===== config.mk =====
export PLATFORM = sky130hd
export DESIGN_NAME = serial_seq_tx
export DESIGN_NICKNAME = d
export VERILOG_FILES = /design/src/rtl/serial_seq_tx_pkg.sv /design/src/rtl/serial_seq_tx_piso_shift.sv /design/src/rtl/serial_seq_tx.sv
export SDC_FILE = /design/constraint.sdc
export NUM_CORES = 1
export LEC_CHECK = 0
export CAP_MARGIN = 20
export CORE_MARGIN = 2
export CORE_UTILIZATION = 47
export DETAILED_ROUTE_END_ITERATION = 10
export GPL_TIMING_DRIVEN = 0
export PLACE_DENSITY_LB_ADDON = 0.1
export SYNTH_ARGS = -nofsm -noshare
export SYNTH_HDL_FRONTEND = slang
export SYNTH_SLANG_ARGS = --single-unit

===== constraint.sdc =====
create_clock -name clk -period 1.92 [get_ports clk]
set_clock_uncertainty 0.05 [all_clocks]
set_input_delay 0.288 -clock clk [delete_from_list [all_inputs] [get_ports clk]]
set_output_delay 0.288 -clock clk [all_outputs]
set_load 0.1 [all_outputs]

===== src/rtl/serial_seq_tx_pkg.sv =====
// rtl/serial_seq_tx_pkg.sv - shared state encoding, bench patterns and sizing helper
package serial_seq_tx_pkg;

  typedef enum logic [1:0] {
    S_IDLE = 2'b00,
    S_SEND = 2'b01,
    S_GAP  = 2'b10
  } state_t;

  localparam logic [3:0] PAT_1010 = 4'b1010;
  localparam logic [3:0] PAT_1101 = 4'b1101;

  // Bits needed to hold values 0..max_val; never less than one bit.
  function automatic int cnt_w(input int max_val);
    return (max_val < 2) ? 1 : $clog2(max_val + 1);
  endfunction

endpackage


===== src/rtl/serial_seq_tx_piso_shift.sv =====
// rtl/serial_seq_tx_piso_shift.sv - parallel-in serial-out shift register, MSB first
module serial_seq_tx_piso_shift #(
  parameter int W = 4
) (
  input  logic         clk,
  input  logic         reset,
  input  logic         i_load,
  input  logic         i_shift,
  input  logic [W-1:0] i_data,
  output logic         o_msb
);

  logic [W-1:0] r_q;

  // Load takes priority over shift; zeros fill in from the LSB end.
  always_ff @(posedge clk or posedge reset) begin
    if (reset) begin
      r_q <= '0;
    end else if (i_load) begin
      r_q <= i_data;
    end else if (i_shift) begin
      r_q <= {r_q[W-2:0], 1'b0};
    end
  end

  assign o_msb = r_q[W-1];

endmodule


===== src/rtl/serial_seq_tx.sv =====
// rtl/serial_seq_tx.sv - repeating serial pattern transmitter with optional inter-repetition gap
module serial_seq_tx
  import serial_seq_tx_pkg::*;
#(
  parameter int W     = 4,
  parameter int REP_W = 3,
  parameter int GAP   = 1
) (
  input  logic             clk,
  input  logic             reset,
  input  logic             start,
  input  logic             abort,
  input  logic [W-1:0]     pat,
  input  logic [REP_W-1:0] reps,
  output logic             x,
  output logic             x_valid,
  output logic             busy,
  output logic             done
);

  localparam int BIT_W = cnt_w(W - 1);
  localparam int GAP_W = cnt_w(GAP);
  localparam logic [BIT_W-1:0] BIT_TOP  = BIT_W'(W - 1);
  localparam logic [GAP_W-1:0] GAP_LOAD = (GAP > 0) ? GAP_W'(GAP - 1) : '0;

  state_t           r_state;
  logic [W-1:0]     r_pat;
  logic [BIT_W-1:0] r_bit;
  logic [REP_W-1:0] r_rep;
  logic [GAP_W-1:0] r_gap;
  logic             r_x;
  logic             r_xv;
  logic             r_busy;
  logic             r_done;

  logic             w_accept;
  logic             w_last_bit;
  logic             w_more;
  logic             w_restart;
  logic             w_load;
  logic             w_shift;
  logic [W-1:0]     w_load_data;
  logic             w_sr_msb;

  // The MSB goes straight to x on (re)start, so the shifter holds only the
  // remaining bits and its MSB is always the next bit to present.
  always_comb begin
    w_accept    = (r_state == S_IDLE) && start && (reps != '0);
    w_last_bit  = (r_state == S_SEND) && (r_bit == '0);
    w_more      = (r_rep > REP_W'(1));
    w_restart   = !abort &&
                  ((w_last_bit && w_more && (GAP == 0)) ||
                   ((r_state == S_GAP) && (r_gap == '0)));
    w_load      = w_accept || w_restart;
    w_shift     = !abort && (r_state == S_SEND) && !w_last_bit;
    w_load_data = w_accept ? {pat[W-2:0], 1'b0} : {r_pat[W-2:0], 1'b0};
  end

  serial_seq_tx_piso_shift #(
    .W(W)
  ) u_shift (
    .clk     (clk),
    .reset   (reset),
    .i_load  (w_load),
    .i_shift (w_shift),
    .i_data  (w_load_data),
    .o_msb   (w_sr_msb)
  );

  // Sequencer: IDLE -> SEND (-> GAP -> SEND)* -> IDLE, abort wins over all moves.
  always_ff @(posedge clk or posedge reset) begin
    if (reset) begin
      r_state <= S_IDLE;
      r_pat   <= '0;
      r_bit   <= '0;
      r_rep   <= '0;
      r_gap   <= '0;
      r_x     <= 1'b0;
      r_xv    <= 1'b0;
      r_busy  <= 1'b0;
      r_done  <= 1'b0;
    end else begin
      r_done <= 1'b0;
      case (r_state)
        S_IDLE: begin
          r_x    <= 1'b0;
          r_xv   <= 1'b0;
          r_busy <= 1'b0;
          if (start) begin
            if (reps != '0) begin
              r_pat   <= pat;
              r_rep   <= reps;
              r_bit   <= BIT_TOP;
              r_x     <= pat[W-1];
              r_xv    <= 1'b1;
              r_busy  <= 1'b1;
              r_state <= S_SEND;
            end else begin
              r_done <= 1'b1;
            end
          end
        end
        S_SEND: begin
          if (abort) begin
            r_state <= S_IDLE;
            r_bit   <= '0;
            r_rep   <= '0;
            r_gap   <= '0;
            r_x     <= 1'b0;
            r_xv    <= 1'b0;
            r_busy  <= 1'b0;
          end else if (r_bit != '0) begin
            r_bit <= r_bit - BIT_W'(1);
            r_x   <= w_sr_msb;
          end else if (w_more) begin
            r_rep <= r_rep - REP_W'(1);
            if (GAP > 0) begin
              r_state <= S_GAP;
              r_gap   <= GAP_LOAD;
              r_x     <= 1'b0;
              r_xv    <= 1'b0;
            end else begin
              r_bit <= BIT_TOP;
              r_x   <= r_pat[W-1];
            end
          end else begin
            r_state <= S_IDLE;
            r_rep   <= '0;
            r_x     <= 1'b0;
            r_xv    <= 1'b0;
            r_busy  <= 1'b0;
            r_done  <= 1'b1;
          end
        end
        S_GAP: begin
          if (abort) begin
            r_state <= S_IDLE;
            r_bit   <= '0;
            r_rep   <= '0;
            r_gap   <= '0;
            r_x     <= 1'b0;
            r_xv    <= 1'b0;
            r_busy  <= 1'b0;
          end else if (r_gap == '0) begin
            r_state <= S_SEND;
            r_bit   <= BIT_TOP;
            r_x     <= r_pat[W-1];
            r_xv    <= 1'b1;
          end else begin
            r_gap <= r_gap - GAP_W'(1);
          end
        end
        default: begin
          r_state <= S_IDLE;
          r_x     <= 1'b0;
          r_xv    <= 1'b0;
          r_busy  <= 1'b0;
        end
      endcase
    end
  end

  assign x       = r_x;
  assign x_valid = r_xv;
  assign busy    = r_busy;
  assign done    = r_done;

endmodule


# Yosys cells after proc, flatten, opt, wreduce, memory -nomap -nowiden
# Index checks and enable logic that the tools add are counted.
# W data, S select, Z words.
word_totals:
  regBits: 20
  input_bits: 11
  output_inout_bits: 4
op_classes:
  addsub: 3
  magnitude_cmp: 1
  eq_ne: 10
  muxes: 56
  n_bitwise: 1
  reduce_logical: 24
ops:
  columns: ["cell", "n"]
  rows:
  - ["$mux W1", 26]
  - ["$mux W2", 13]
  - ["$mux W3", 6]
  - ["$mux W4", 3]
  - ["$ne A3 B3 Y1 const B", 4]
  - ["$pmux W2 S3", 2]
  - ["$reduce_and A5 Y1", 2]
  - ["$pmux W1 S3", 3]
  - ["$pmux W3 S3", 1]
  - ["$reduce_and A3 Y1", 3]
  - ["$logic_and A1 B1 Y1", 7]
  - ["$reduce_bool A2 Y1", 3]
  - ["$reduce_bool A3 Y1", 2]
  - ["$logic_not A2 Y1", 2]
  - ["$ne A2 B2 Y1 const B", 2]
  - ["$pmux W1 S2", 2]
  - ["$reduce_and A4 Y1", 1]
  - ["$gt A3 B1 Y1 const B", 1]
  - ["$ne A3 B2 Y1 const B", 1]
  - ["$sub A3 B1 Y3 const B", 1]
  - ["$eq A2 B1 Y1 const B", 1]
  - ["$eq A2 B2 Y1 const B", 1]
  - ["$logic_not A1 Y1", 2]
  - ["$ne A2 B1 Y1 const B", 1]
  - ["other kinds (5)", 5]

# Longest topological paths before layout
depth:
  depth_word: 6
  depth_mapped: 6

# Cells and area by module
# A second synthesis with hierarchy kept.
hier_totals:
  cells_unflattened: 98
  hier_area_um2: 1051.0
by_module_without_submodules:
  columns: ["module", "instances", "cells_per_inst", "area_per_inst_um2", "seq_area_each_um2"]
  rows:
  - ["serial_seq_tx", 1, 81, 875.8, 375.4]
  - ["serial_seq_tx_piso_shift", 1, 17, 175.2, 100.1]

# Worst setup path after synthesis
# No wires, ideal clock.
synth_path:
  path_kind: "register to register"
  startpoint: "register r_state[1]"
  endpoint: "register u_shift.r_q[2]"
  arrival_time_ns: 1.751
  required_ns: 1.745
  slack_ns: -0.005
  path_stages_with_launch: 7
  n_path_buf: 0
  synth_period_minus_slack_ns: 1.925
  path_cell_list: "dfrtp_1 inv_1 ha_1 nor2b_1 nor2b_1 mux2_2 mux2_2"
synth_between:
  elab_chain_cells: 5
  elab_cells_between_ends: 15
synth_rtl:
  columns: ["element", "line", "text"]
  rows:
  - ["from (decl)", "serial_seq_tx.sv:26", "state_t r_state;"]
  - ["from (signal assigned)", "serial_seq_tx.sv:73", "r_state <= S_IDLE;"]
  - ["from (signal assigned)", "serial_seq_tx.sv:97", "r_state <= S_SEND;"]
  - ["from (signal assigned)", "serial_seq_tx.sv:105", "r_state <= S_IDLE;"]
  - ["$logic_not A2 Y1 (tied with other cells)", "serial_seq_tx.sv:48", "w_accept = (r_state == S_IDLE) && start && (reps != '0);"]
  - ["$logic_and A1 B1 Y1 (on tied branches)", "serial_seq_tx.sv:48, serial_seq_tx.sv:53, serial_seq_tx.sv:49", null]
  - ["$logic_and A1 B1 Y1 (tied with other cells)", "serial_seq_tx.sv:48", null]
  - ["$mux W4 (tied with other cells)", "serial_seq_tx.sv:56", "w_load_data = w_accept ? {pat[W-2:0], 1'b0} : {r_pat[W-2:0], 1'b0};"]
  - ["$mux W4 / $reduce_bool A2 Y1 (equally long branches)", null, null]
  - ["to (signal assigned)", "serial_seq_tx_piso_shift.sv:20", "r_q <= i_data;"]
  - ["to (signal assigned)", "serial_seq_tx_piso_shift.sv:22", "r_q <= {r_q[W-2:0], 1'b0};"]
  - ["to (decl)", "serial_seq_tx_piso_shift.sv:13", "logic [W-1:0] r_q;"]
# Parallel ways exist; a longest one is shown, timed or not.
# A chain may end at the register's enable or synchronous reset.

# Worst setup path in the final report
layout_path:
  startpoint: "register r_state[1]"
  endpoint: "register u_shift.r_q[3]"
# The elaborated chain is that of the path after synthesis.

==> impl_metrics.yaml <==
outcome:
  outcome: "complete, no violations"
timing:
  drv_slew: 0
  finalHoldViolCount: 0
  fmax_ghz: 0.537
  worst_slack_ns: 0.0578
  timing.hold.ws_ns: 0.347
  setup_viol: 0
  slew-limit-headroom: 0.367
  min_period_ns: 1.86
  tightest_slew_ns: 0.953
  period_share: 0.970
  tns_ns: 0
power_and_ir_drop:
  ir_worst_vdd_mv: 0.833
  p_sw_frac: 0.430
  power.share.clock: 0.109
  internal_power_mw: 1.27
  pwr-share-comb: 0.597
  powerDensity_nw_per_um2: 1740
  power_frac_seq: 0.293
  p_leak_nw: 0.626
  switchingPower_mw: 0.957
yosys:
  yosysTopAreaCell: "dfrtp_1"
  yosysWarningCount: 0
  synthDistinctLibCells: 28
  netlist_area_sq_um: 1010
  synth_edf_count: 0
  synth.area.top_cells: "dfrtp_1 44%, ha_1 9.9%, mux2_2 8.9%, inv_1 3.7%, nand2_1 3.3%"
  synth-seq-cells: 18
  synth-main-ff-cell: "dfrtp_1"
  synth_fp_nets: 111
  postSynthAreaPerCell_sq_um: 11.0
  synth-async-reset-ratio: 1.00
  ys_seq_area_frac: 0.445
  synth_top_cell_area_share: 0.445
  syn_inst: 92
cells_and_area:
  syn2layout_area_growth_pct: 26.3
  final_common_cell: "dfrtp_1"
  fin_nets: 134
  fin_area_sq_um: 1280
  layout-drive-gt1-share: 0.237
  stdcell_count: 141
  diodes: 0
  final_cell_mix: "18 x dfrtp_1, 10 x clkdlybuf4s50_1, 9 x nand2_1, 9 x inv_1, 8 x mux2_2"
cts:
  cts_buffers: 3
  clk_path_buf_depth: 2
  clkLatencyLatePin_ns: 0.30
  cts_tree: "built"
  cts.reportedPaths.clkPinSlew_ns: 0.12
  htree_levels: 1
  root_buffer: "clkbuf_4"
  clock_sinks: 18
drt:
  wl_per_cell_um: 13.8
  firstDrtPassIters: 4
  ant_nets: 0
  num_vias: 745
  wirelength_mm: 1.95
  drc_errors: 0
  via_per_inst: 5.28
  drt_iter0_markers: 18
min_path:
  hp-class: "in2async"
grt:
  grt.total_usage: 0.178
  grt_pass1_vias: 771
  grt_max_degree: 19
  overflow: 0
  grt_antenna_before_repair: 0
  grt_pass1_wl_mm: 3.38
placement:
  routabilityCongestion: 0.785
  io_buffers: 14
  post-place-ws_ns: -0.237
  place_hpwl_mm: 1.46
  placed_area_sq_um: 1190
  dp.cells: 133
setup_path:
  path_max_fanout: 5
  arrival_ns: 1.99
  cp.required_ns: 2.05
  worstSetupEndpointType: "flip-flop"
  cp-start-kind: "flip-flop"
  critical_path_class: "reg2reg"
floorplan:
  die_width_um: 50.4
  rows: 16
  pin_count: 15
  start_util: 0.506
  dieArea_sq_um: 2540
  design.core.area_sq_um: 2000
  die_h_um: 50.4
flow_run:
  max_cap_viol_count: 0
-- path summary, 6_finish.rpt --
check,from,endpoint,slack [ns],cells after the start
min,reset,u_shift.r_q[2]$_DFFE_PP0P_,0.35,2
max,r_state[1]$_DFFE_PP0P_,u_shift.r_q[3]$_DFFE_PP0P_,0.06,6
min reg2reg,r_pat[2]$_DFFE_PP0P_,r_pat[2]$_DFFE_PP0P_,0.45,1
min in group clk,r_pat[2]$_DFFE_PP0P_,r_pat[2]$_DFFE_PP0P_,0.45,1
max in group asynchronous,reset,r_pat[3]$_DFFE_PP0P_,1.00,2
max reg2reg,r_state[1]$_DFFE_PP0P_,u_shift.r_q[3]$_DFFE_PP0P_,0.06,6
-- cells in the mapped netlist (2+ instances only) --
master and count:
o31ai_1 2, mux2_2 8, a22oi_1 2, o21bai_1 2, ha_1 8, nand2_1 9, dfrtp_1 18, a2bb2oi_1 3
nor2b_1 4, mux2i_1 2, inv_1 10, nor2_1 3, a21oi_1 3, mux2_4 2, o21ai_0 3
-- final cells by class --
cell class                 instances  area, sq um
fill                             169          723
tap                               27         33.8
inverter                          10         37.5
multi-input combinational         64          556
clock buffer                       4         36.3
timing repair buffer              18          165
sequential                        18          450
-- kinds of logic after synthesis --
family / share of synthesized area
adder cells (fa/ha/maj): 0.0989
AO/OA/AOI/OAI: 0.162
buffers and inverters: 0.0371
AND/OR/NAND/NOR: 0.119
flip-flops: 0.445
multiplexers: 0.138
-- through the flow --
step,total power [mW],utilization
6_report,2.23,0.639
5_1_grt,2.41,0.639
4_1_cts,2.13,0.616
3_5_place_dp,1.88,0.594
3_3_place_gp,1.84,0.594
2_1_floorplan,1.62,-
-- routing by layer --
metal  up-vias  track usage  part of all wire
met5         -            0                 0
met4         0       0.0676            0.0072
met3         2       0.0268             0.031
met2        14        0.305              0.47
met1       361        0.226              0.49
li1        368            -                 -
-- power by group through the flow --
stage / Sequential, mW / Clock, mW / Combinational [mW]
6_report: 0.653 / 0.243 / 1.33
5_1_grt: 0.680 / 0.263 / 1.47
4_1_cts: 0.658 / 0.251 / 1.22
3_5_place_dp: 0.667 / 0 / 1.22
3_3_place_gp: 0.659 / 0 / 1.18
2_1_floorplan: 0.850 / 0 / 0.767
-- state kept, by name, indices dropped and copies added (netlist names) --
signal / cells
r_pat: 4
u_shift.r_q: 3
r_state: 2
r_bit: 2
x: 1
r_rep: 3
busy: 1
x_valid: 1
done: 1
-- timing repair --
action	in CTS	in global routing
buffers inserted	0	4
pin swaps	0	0
endpoints found under the hold margin	0	0
gates resized for setup	7	5
setup endpoints to repair	8	7
cloned	0	0
hold buffers	0	0
-- worst max-delay path, stage by stage (launching register included) --
cell and delay, ns:
dfrtp_1 0.44, inv_2 0.09, ha_1 0.16, nor2b_4 0.18, nor2b_4 0.22, mux2_2 0.35
mux2_2 0.25
Power figures use the tool's default switching activity.
